===== config.mk =====
export PLATFORM = sky130hd
export DESIGN_NAME = perm_round_ctrl
export DESIGN_NICKNAME = d
export VERILOG_FILES = /design/src/rtl/ascon_pack.sv /design/src/rtl/round_counter.sv /design/src/rtl/perm_round_ctrl.sv
export SDC_FILE = /design/constraint.sdc
export NUM_CORES = 1
export LEC_CHECK = 0
export BUFFER_PORTS_ARGS = -buffer_cell sky130_fd_sc_hd__buf_2
export CAP_MARGIN = 0
export CORE_AREA = 3 3 378 380
export CTS_CLUSTER_DIAMETER = 30
export CTS_CLUSTER_SIZE = 20
export DETAILED_ROUTE_END_ITERATION = 6
export DIE_AREA = 0 0 381 383
export GPL_TIMING_DRIVEN = 1
export PLACE_DENSITY = 0.3
export SETUP_SLACK_MARGIN = 0.15
export SYNTH_ARGS = -nofsm -noshare
export SYNTH_HDL_FRONTEND = slang
export SYNTH_SLANG_ARGS = --single-unit

===== constraint.sdc =====
create_clock -name clock_i -period 1.8 [get_ports clock_i]
set_clock_uncertainty 0.15 [all_clocks]
set_input_delay 0.09 -clock clock_i [delete_from_list [all_inputs] [get_ports clock_i]]
set_output_delay 0.09 -clock clock_i [all_outputs]
set_load 0.01 [all_outputs]

===== src/rtl/ascon_pack.sv =====
// ---------------------------------------------------------------------------
// ascon_pack
//   Shared types and constants for the ASCON permutation datapath.
//   - type_state : 320-bit permutation state, five 64-bit words, word 0 = x0
//   - perm_fsm_t : control states of the iterative permutation controller
//   - ROUND_LAST : index of the final round of any permutation (p^a or p^b)
//   - first_round(): first round index for a permutation of a given length
// ---------------------------------------------------------------------------
package ascon_pack;

    typedef logic [4:0][63:0] type_state;

    typedef enum logic [1:0] {
        IDLE = 2'd0,
        RUN  = 2'd1,
        DONE = 2'd2
    } perm_fsm_t;

    localparam logic [3:0]  ROUND_LAST  = 4'd11;
    localparam int unsigned ROUND_TOTAL = 12;

    // Shorter permutations run the tail of the 12-round schedule, so they
    // start part-way through and always finish on ROUND_LAST.
    function automatic logic [3:0] first_round(input int unsigned rounds);
        return 4'(ROUND_TOTAL - rounds);
    endfunction

endpackage


===== src/rtl/round_counter.sv =====
// ---------------------------------------------------------------------------
// round_counter
//   Round index register for the iterative permutation.
//   Ports:
//     clock_i       in   rising-edge clock
//     reset_i       in   synchronous active-high reset (index -> 0)
//     clear_i       in   synchronous clear (index -> 0), used on abort
//     load_i        in   load load_value_i (start of a permutation)
//     load_value_i  in   first round index
//     enable_i      in   advance one round; holds once ROUND_LAST is reached
//     round_o       out  current round index, never above ROUND_LAST
//     last_o        out  round_o == ROUND_LAST
// ---------------------------------------------------------------------------
module round_counter
    import ascon_pack::*;
(
    input  logic       clock_i,
    input  logic       reset_i,
    input  logic       clear_i,
    input  logic       load_i,
    input  logic [3:0] load_value_i,
    input  logic       enable_i,
    output logic [3:0] round_o,
    output logic       last_o
);

    logic [3:0] round_q;

    // NOTE: clocked state is written with non-blocking assignments only, so
    // every flop samples the pre-edge values regardless of block ordering.
    always_ff @(posedge clock_i) begin
        if (reset_i || clear_i) begin
            round_q <= '0;
        end else if (load_i) begin
            round_q <= load_value_i;
        end else if (enable_i && (round_q != ROUND_LAST)) begin
            round_q <= round_q + 4'd1;
        end
    end

    assign round_o = round_q;
    assign last_o  = (round_q == ROUND_LAST);

endmodule


===== src/rtl/perm_round_ctrl.sv =====
// ---------------------------------------------------------------------------
// perm_round_ctrl
//   Iterative ASCON permutation controller and state register. The state
//   register closes the loop around the external round datapath + xor_end:
//   state_o -> round(round_o) -> xor_end -> state_feedback_i -> state_o.
//   Runs p^a (ROUNDS_A rounds) or p^b (ROUNDS_B rounds), always ending on
//   round 11, and handshakes with the mode FSM through start_i / done_o.
//
//   Optional build macro: PERM_ABORT_EN adds abort_i, which cancels a running
//   permutation (state and round cleared, no done_o pulse).
//
//   Ports:
//     clock_i           in   rising-edge clock
//     reset_i           in   synchronous active-high reset
//     start_i           in   start request, only honoured in IDLE
//     mode_rounds_i     in   0: p^a, 1: p^b (sampled with start_i)
//     end_xor_en_i      in   apply xor_end on the last round (sampled with start_i)
//     end_xor_key_i     in   1: key XOR, 0: domain-bit XOR (sampled with start_i)
//     abort_i           in   (PERM_ABORT_EN only) cancel the running permutation
//     state_init_i      in   initial state, loaded on start
//     state_feedback_i  in   xor_end output for the current state_o / round_o
//     round_o           out  current round index to constant addition
//     bypass_xor_end_o  out  to xor_end bypass_xor_end_i
//     mode_xor_key_o    out  to xor_end mode_xor_key_i
//     state_o           out  registered permutation state
//     busy_o            out  high while rounds are being applied
//     done_o            out  one-cycle pulse, state_o holds the result
// ---------------------------------------------------------------------------
module perm_round_ctrl
    import ascon_pack::*;
#(
    parameter int unsigned ROUNDS_A = 12,
    parameter int unsigned ROUNDS_B = 6
) (
    input  logic       clock_i,
    input  logic       reset_i,
    input  logic       start_i,
    input  logic       mode_rounds_i,
    input  logic       end_xor_en_i,
    input  logic       end_xor_key_i,
`ifdef PERM_ABORT_EN
    input  logic       abort_i,
`endif
    input  type_state  state_init_i,
    input  type_state  state_feedback_i,
    output logic [3:0] round_o,
    output logic       bypass_xor_end_o,
    output logic       mode_xor_key_o,
    output type_state  state_o,
    output logic       busy_o,
    output logic       done_o
);

    localparam logic [3:0] FIRST_A = first_round(ROUNDS_A);
    localparam logic [3:0] FIRST_B = first_round(ROUNDS_B);

    perm_fsm_t fsm_q, fsm_d;
    type_state state_q;
    logic      end_xor_en_q;
    logic      end_xor_key_q;

    logic      start_accept;
    logic      round_step;
    logic      abort_hit;
    logic      abort_req;
    logic      round_last;

`ifdef PERM_ABORT_EN
    assign abort_req = abort_i;
`else
    assign abort_req = 1'b0;
`endif

    // ------------------------------------------------------------------
    // Next-state logic
    // ------------------------------------------------------------------
    // NOTE: every signal written here gets a default first, so no path can
    // leave one unassigned and infer a latch.
    always_comb begin
        fsm_d        = fsm_q;
        start_accept = 1'b0;
        round_step   = 1'b0;
        abort_hit    = 1'b0;
        unique case (fsm_q)
            IDLE: begin
                if (start_i) begin
                    fsm_d        = RUN;
                    start_accept = 1'b1;
                end
            end
            RUN: begin
                // Abort wins over round progression, including on round 11.
                if (abort_req) begin
                    fsm_d     = IDLE;
                    abort_hit = 1'b1;
                end else begin
                    round_step = 1'b1;
                    if (round_last) begin
                        fsm_d = DONE;
                    end
                end
            end
            DONE: begin
                // start_i is deliberately not looked at here: no queuing.
                fsm_d = IDLE;
            end
            default: begin
                fsm_d = IDLE;
            end
        endcase
    end

    // ------------------------------------------------------------------
    // FSM, permutation state and latched per-permutation options
    // ------------------------------------------------------------------
    // NOTE: the 320-bit state register is reset on purpose: downstream logic
    // treats state_o == 0 after reset or abort as a defined value, and partial
    // state from an interrupted permutation must not leak out.
    always_ff @(posedge clock_i) begin
        if (reset_i) begin
            fsm_q         <= IDLE;
            state_q       <= '0;
            end_xor_en_q  <= 1'b0;
            end_xor_key_q <= 1'b0;
        end else begin
            fsm_q <= fsm_d;
            if (start_accept) begin
                state_q       <= state_init_i;
                end_xor_en_q  <= end_xor_en_i;
                end_xor_key_q <= end_xor_key_i;
            end else if (abort_hit) begin
                state_q <= '0;
            end else if (round_step) begin
                state_q <= state_feedback_i;
            end
        end
    end

    round_counter u_round_counter (
        .clock_i      (clock_i),
        .reset_i      (reset_i),
        .clear_i      (abort_hit),
        .load_i       (start_accept),
        .load_value_i (mode_rounds_i ? FIRST_B : FIRST_A),
        .enable_i     (round_step),
        .round_o      (round_o),
        .last_o       (round_last)
    );

    // ------------------------------------------------------------------
    // Outputs
    // ------------------------------------------------------------------
    assign state_o = state_q;
    assign busy_o  = (fsm_q == RUN);
    assign done_o  = (fsm_q == DONE);

    // xor_end is only live on the final round of a permutation that asked for it.
    assign bypass_xor_end_o = !(busy_o && round_last && end_xor_en_q);
    assign mode_xor_key_o   = busy_o && end_xor_key_q;

endmodule


==> metrics.md, run 1 <==
| Metric | Value |
|---|---|
| Status | `finished with violations` |
| Failing checks | `negative setup slack` |
| Final Hold Viols | `0` |
| Startpoint Class | `flop` |
| Vias per cell | `3.71` |
| RSZ-0062 raised after global routing | `yes` |
| CP max stage cell | `dfxtp_2` |
| DR iter-0 viols | `799` |
| Setup TNS | `-2.30 ns` |
| Number of port buffers | `973` |
| Largest family of logic cells by synthesized area | `compound AO/OA/AOI/OAI gates` |
| Slowest cell delay on critical path | `0.33 ns` |
| Share of cells above drive strength 1 | `49.5%` |
| Io pins | `974` |
| Crit Path Class | `reg2reg` |
| MaxCap Viol Count | `0` |
| Post-Layout Cell Count | `5,382` |
| First-pass GRT wire length | `150,000 um` |
| Detail Route Antenna Nets | `0` |
| Largest net degree at the start of global routing | `50` |
| Die Y | `383 um` |
| Place WS | `-0.159 ns` |
| Clk pin slew, worst setup/hold paths | `0.04 ns` |
| Nets@finish | `4,054` |
| Period utilization | `106%` |
| Tot Pwr | `33.6 mW` |
| Req. time, crit path | `2.23 ns` |
| Clk root buf | `clkbuf_16` |
| Final Critical Period | `1.91 ns` |
| Number of antenna violations at the first check in global routing | `3` |
| Crit path arrival time | `2.34 ns` |
| Die area | `146,000 um2` |
| DRT Wirelength | `110,000 um` |
| Clock sinks | `328` |
| Max VDD drop | `0.000674 V` |
| DP HPWL | `74,000 um` |
| Static Leakage | `15.4 nW` |
| Post-synth EDFFs | `0` |
| Async set-or-reset flop fraction in the synthesized netlist | `0%` |
| Commonest non-fill, non-tap cell in the layout | `buf_2` |
| Sequential element share of the synthesized area | `51.5%` |
| WL/cell | `20.4 um` |
| Synthesized Nets | `2,117` |
| CTS tree | `built` |
| Pwr dens | `930 nW/um2` |
| Post-route DRC | `0` |
| Initial Utilization | `9.14%` |
| Cell total after placement | `4,284` |
| GRT Total Usage | `14.2%` |
| R2r setup slk | `-0.11 ns` |
| Crit-path cells | `buf_6 > nor3b_4 > buf_12 > buf_16 > buf_12 > buf_12 > buf_16 > a22oi_2 > a21oi_1` |
| Mapped Cells | `1,470` |
| Via Count | `19,900` |
| Mapped cell area | `12,800 um2` |
| Synth-to-layout area growth | `184%` |
| Chip width | `381 um` |
| Compound-gate portion of the synthesized area | `32.1%` |
| Worst-Margin Slew | `0.348 ns` |
| Synth Flop Type | `dfxtp_1` |
| Area fraction of the dominant cell type after synthesis | `51.5%` |
| Crit path max fanout | `8` |
| Achievable Freq | `524 MHz` |
| Adder-cell share of the synthesized area | `0.0981%` |
| Vias in the first global route | `21,100` |
| Max Root-Sink Buffers | `3` |
| Routability cong. | `0.818` |
| Overflow after GRT | `0` |
| Mux contribution to synthesized area | `0.157%` |
| Most frequent cells in the layout | `buf_2 (968), dlygate4sd3_1 (764), dfxtp_1 (323), nand2_1 (314), a21oi_1 (284)` |
| Post-synth top area cell | `dfxtp_1` |
| Rows | `137` |
| Crit. End Element | `flop` |
| Max Slew Vio Count | `0` |
| Yosys cell types | `31` |
| Htree depth | `3` |
| Drt pass-1 iters | `5` |
| HP Class | `in2reg` |
| Layout Utilization | `25.9%` |
| Worst-Skew Late Latency | `0.69 ns` |
| Syn_area_per_cell | `8.68 um2` |
| Critical Path Most Common Cell | `buf_12` |
| Top post-synthesis cells by area | `dfxtp_1 (51%), a22oi_1 (19%), a21oi_1 (13%)` |
| Synth Area in Simple Gates | `10.4%` |
| Final setup viols | `74` |
| Core Box Area | `140,000 um2` |
| Post-synthesis xor/xnor area fraction | `0%` |
| Syn. warnings | `0` |
| Setup ws final | `-0.109 ns` |
| Worst slew margin | `76.8%` |
| CTS Buf Count | `113` |
| Synthesis-stage register bit count | `328` |
-- flip-flops by register name, summed over array words and instances, names as in the netlist --
register	cells
state_o	320
u_round_counter.round_o	4
fsm_q	2
end_xor_en_q	1
end_xor_key_q	1
-- path summary, 6_finish.rpt --
check | from | to | cells past startpoint
max | fsm_q[0]$_SDFFE_PP0P_ | state_o[155]$_SDFFE_PP0P_ | 9
min | state_init_i[211] | state_o[211]$_SDFFE_PP0P_ | 4
max reg2reg | fsm_q[0]$_SDFFE_PP0P_ | state_o[155]$_SDFFE_PP0P_ | 9
min reg2reg | state_o[3]$_SDFFE_PP0P_ | state_o[3]$_SDFFE_PP0P_ | 2
-- metrics by stage --
step	hold WS, ns	instance area (um2)
after global routing	0.0227	36200
final	0.0714	36200
after CTS	0.000263	35000
after detailed placement	0.195	20400
after floorplan	0.0760	12800
after global placement	0.199	20400
-- what timing repair did --
action | 4_1_cts | 5_1_grt
pin swaps | 96 | 200
cloned | 41 | 9
setup buffers | 61 | 9
setup endpoints to repair | 287 | 332
hold endpoints to repair | 328 | 0
hold buffers | 764 | 0
resized for setup | 308 | 198
-- critical path, delay by kind of cell (launching register included) --
kind,cells,cell delay [ns]
flip-flops,1,0.33
buffers and inverters,6,0.85
AO/OA/AOI/OAI,2,0.20
AND/OR/NAND/NOR,1,0.23
-- report_power, final --
| part | switching [mW] | internal [mW] | leakage [nW] |
|---|---|---|---|
| registers | 0.294 | 7.84 | 2.71 |
| logic | 3.28 | 3.72 | 10.9 |
| clock network | 5.72 | 12.8 | 1.87 |
| total | 9.29 | 24.4 | 15.4 |
-- cells by family (layout without fill, tap and decap cells) --
kind of cell,count (synthesis),count (layout)
buf+inv,146,2177
fa+ha+maj,1,1
flops,328,328
other cells,0,5
compound gates,652,652
mux,2,2
simple gates,341,341
-- cells in the mapped netlist, drive strengths merged, types with 2 or more instances --
library cell / count
dfxtp: 328
nand2: 326
a21oi: 324
a22oi: 320
buf: 98
clkbuf: 46
nor2b: 3
inv: 2
mux2i: 2
nand3: 2
nor2: 2
o21ba: 2
-- per-layer routing --
metal | share of wire [%] | global-route usage [%]
met5 | 0 | 0
met4 | 6.1 | 8.76
met3 | 7.3 | 4.30
met2 | 47 | 23.5
met1 | 39 | 16.0
-- final cells by class --
cell class              instances  area, um2
well taps                    1876       2350
clock buffers                 168       3380
flip-flops and latches        328       6570
clock inverters                41        339
repair inverters                1       30.0
diodes                          5       12.5
fillers                     14900     103000
multi-input cells             996       7080
repair buffers               1965      16400
inverters                       2       20.0
Note: power is estimated with default switching activity, not from simulation.
==> run 2: changes to the inputs <==
--- a/config.mk
+++ b/config.mk
@@ -15,6 +15,7 @@
 export GPL_TIMING_DRIVEN = 1
 export PLACE_DENSITY = 0.3
 export SETUP_SLACK_MARGIN = 0.15
+export SKIP_CTS_REPAIR_TIMING = 1
 export SYNTH_ARGS = -nofsm -noshare
 export SYNTH_HDL_FRONTEND = slang
 export SYNTH_SLANG_ARGS = --single-unit
==> metrics.md, run 2 (synthesis gave the netlist of run 1 again) <==
| Metric | Value |
|---|---|
| Status | `finished with violations` |
| Failing checks | `negative setup slack` |
| Startpoint Class | `flop` |
| Crit path arrival time | `2.29 ns (-0.05 ns)` |
| Drt pass-1 iters | `5 (unchanged)` |
| Max reg flops | `320 (unchanged)` |
| Setup TNS | `-0.846 ns (+1.45 ns)` |
| Post-route DRC | `0 (unchanged)` |
| Worst-Skew Late Latency | `0.69 ns (about the same)` |
| Max VDD drop | `0.000675 V (+0.16%)` |
| Core Box Area | `140,000 um2 (unchanged)` |
| Req. time, crit path | `2.23 ns (about the same)` |
| MaxCap Viol Count | `0 (unchanged)` |
| CTS Buf Count | `113 (unchanged)` |
| Overflow after GRT | `0 (unchanged)` |
| Hold depth | `4 (unchanged)` |
| Rows | `137 (unchanged)` |
| Clk root buf | `clkbuf_16` |
| Vias per cell | `3.62 (-2.5%)` |
| Switching power | `8.79 mW (-5.3%)` |
| Worst-Margin Slew | `0.429 ns (+0.0803 ns)` |
| Pwr dens | `1000 nW/um2 (+8.0%)` |
| Vias in the first global route | `15,900 (-25%)` |
| Reg2Reg Capture Point | `state_o[155]$_SDFFE_PP0P_` |
| Worst slew margin | `71.4% (-5.4 points)` |
| Reg2reg path depth | `6 (-3)` |
| Most frequent cells in the layout | `buf_2 (969), dlygate4sd3_1 (645), dfxtp_1 (323), a22oi_1 (295), nand2_1 (295)` |
| Detail Route Antenna Nets | `0 (unchanged)` |
| Htree depth | `3 (unchanged)` |
| Max Slew Vio Count | `0 (unchanged)` |
| DRT Wirelength | `103,000 um (-6.0%)` |
| Worst Hold Endpoint | `state_o[135]$_SDFFE_PP0P_` |
| Fill cells | `15,300 (+3.0%)` |
| Nets@finish | `3,867 (-4.6%)` |
| Setup ws final | `-0.0537 ns (+0.0556 ns)` |
| DR iter-0 viols | `835 (+4.5%)` |
| Share of cells above drive strength 1 | `43.2% (-6.3 points)` |
| Static Leakage | `14.2 nW (-8.0%)` |
| R2r setup slk | `-0.05 ns (+0.06 ns)` |
| WL/cell | `19.8 um (-2.5%)` |
| Switching share of power | `27.2% (-0.41 points)` |
| Die Y | `383 um (unchanged)` |
| Routability cong. | `0.818 (unchanged)` |
| Commonest non-fill, non-tap cell in the layout | `buf_2` |
| Crit Path Class | `reg2reg` |
| Crit. End Element | `flop` |
| Number of antenna violations at the first check in global routing | `5 (+2)` |
| Tot Pwr | `32.3 mW (-3.9%)` |
| Clock sinks | `328 (unchanged)` |
| Internal power | `23.5 mW (-3.4%)` |
| RSZ-0062 raised after global routing | `yes` |
| Clock share of power | `57.1% (+2.1 points)` |
| HP Class | `in2reg` |
| Max Root-Sink Buffers | `3 (unchanged)` |
| Comb power frac | `17.7% (-3.1 points)` |
| Final setup viols | `37 (-50%)` |
| Period utilization | `103% (-3.1 points)` |
| Via Count | `18,800 (-5.9%)` |
| CTS tree | `built` |
| Worst r2r src | `fsm_q[0]$_SDFFE_PP0P_` |
| DP HPWL | `74,000 um (unchanged)` |
| Clk pin slew, worst setup/hold paths | `0.04 ns (about the same)` |
| GRT Total Usage | `11.6% (-2.6 points)` |
| Achievable Freq | `539 MHz (+3.0%)` |
| Seq pwr share | `25.2% (+1.0 points)` |
| Crit path max fanout | `37 (+29)` |
| Chip width | `381 um (unchanged)` |
| Initial Utilization | `9.14% (unchanged)` |
| Final Hold Viols | `0 (unchanged)` |
| Final Critical Period | `1.85 ns (-0.0556 ns)` |
| Hold wc startpoint | `state_init_i[135]` |
| Io pins | `974 (unchanged)` |
| First-pass GRT wire length | `121,000 um (-20%)` |
| Largest net degree at the start of global routing | `50 (unchanged)` |
| Synth-to-layout area growth | `152%` |
| Die area | `146,000 um2 (unchanged)` |
| Number of port buffers | `973 (unchanged)` |
## run 2: worst max path at each step
stage	endpoint	slack, ns	start
final	state_o[155]$_SDFFE_PP0P_	-0.05	fsm_q[0]$_SDFFE_PP0P_
after CTS	mode_xor_key_o	-0.54	fsm_q[1]$_SDFFE_PP0P_
after global placement	state_o[89]$_SDFFE_PP0P_	-0.15	fsm_q[1]$_SDFFE_PP0P_
after detailed placement	state_o[89]$_SDFFE_PP0P_	-0.16	fsm_q[1]$_SDFFE_PP0P_
after global routing	state_o[148]$_SDFFE_PP0P_	-0.13	fsm_q[0]$_SDFFE_PP0P_
after floorplan	state_o[146]$_SDFFE_PP0P_	0.37	fsm_q[0]$_SDFFE_PP0P_
## run 2: layout make-up
type	count	area (um2)	share of cell area, %
antenna	3	7.51	0.0233
clock buffer	168	3380	10.5
clock inverter	41	339	1.05
inverter	2	20.0	0.0622
multi-input combinational	996	5880	18.3
sequential	328	6570	20.4
tap	1876	2350	7.29
timing repair buffer	1778	13600	42.4
timing repair inverter	1	8.76	0.0272
## run 2: critical path, cell delays in order (launching register included)
cell and delay [ns]:
dfxtp_2 0.33, buf_6 0.13, nor3b_4 0.37, buf_12 0.25
buf_16 0.23, a22oi_1 0.11, a21oi_1 0.13
## run 2: power by group through the flow
stage	clock network [mW]	registers, mW	logic [mW]
final	18.5	8.14	5.72
after global routing	19.4	8.20	6.13
after CTS	19.0	8.13	4.10
after detailed placement	0	8.24	4.09
after global placement	0	8.23	4.10
after floorplan	0	8.45	1.29
## run 2: routing by layer
| layer | track usage, % | up-vias | wire [um] |
|---|---|---|---|
| met5 | 0 | - | 24 |
| met4 | 3.63 | 4 | 2600 |
| met3 | 2.99 | 168 | 5450 |
| li1 | - | 8915 | - |
| met2 | 20.7 | 751 | 51700 |
| met1 | 13.6 | 8936 | 43300 |
## run 2: stage by stage
stage	cells	utilization, %	hold slack, ns	setup slack [ns]	area, um2
3_5_place_dp	4284	14.6	0.195	-0.159	20400
5_1_grt	5191	23.1	0.0194	-0.132	32200
4_1_cts	4493	17.3	-0.597	-0.538	24200
6_report	5193	23.1	0.0646	-0.0537	32200
2_1_floorplan	1470	-	0.0760	0.368	12800
3_3_place_gp	4284	14.6	0.199	-0.153	20400
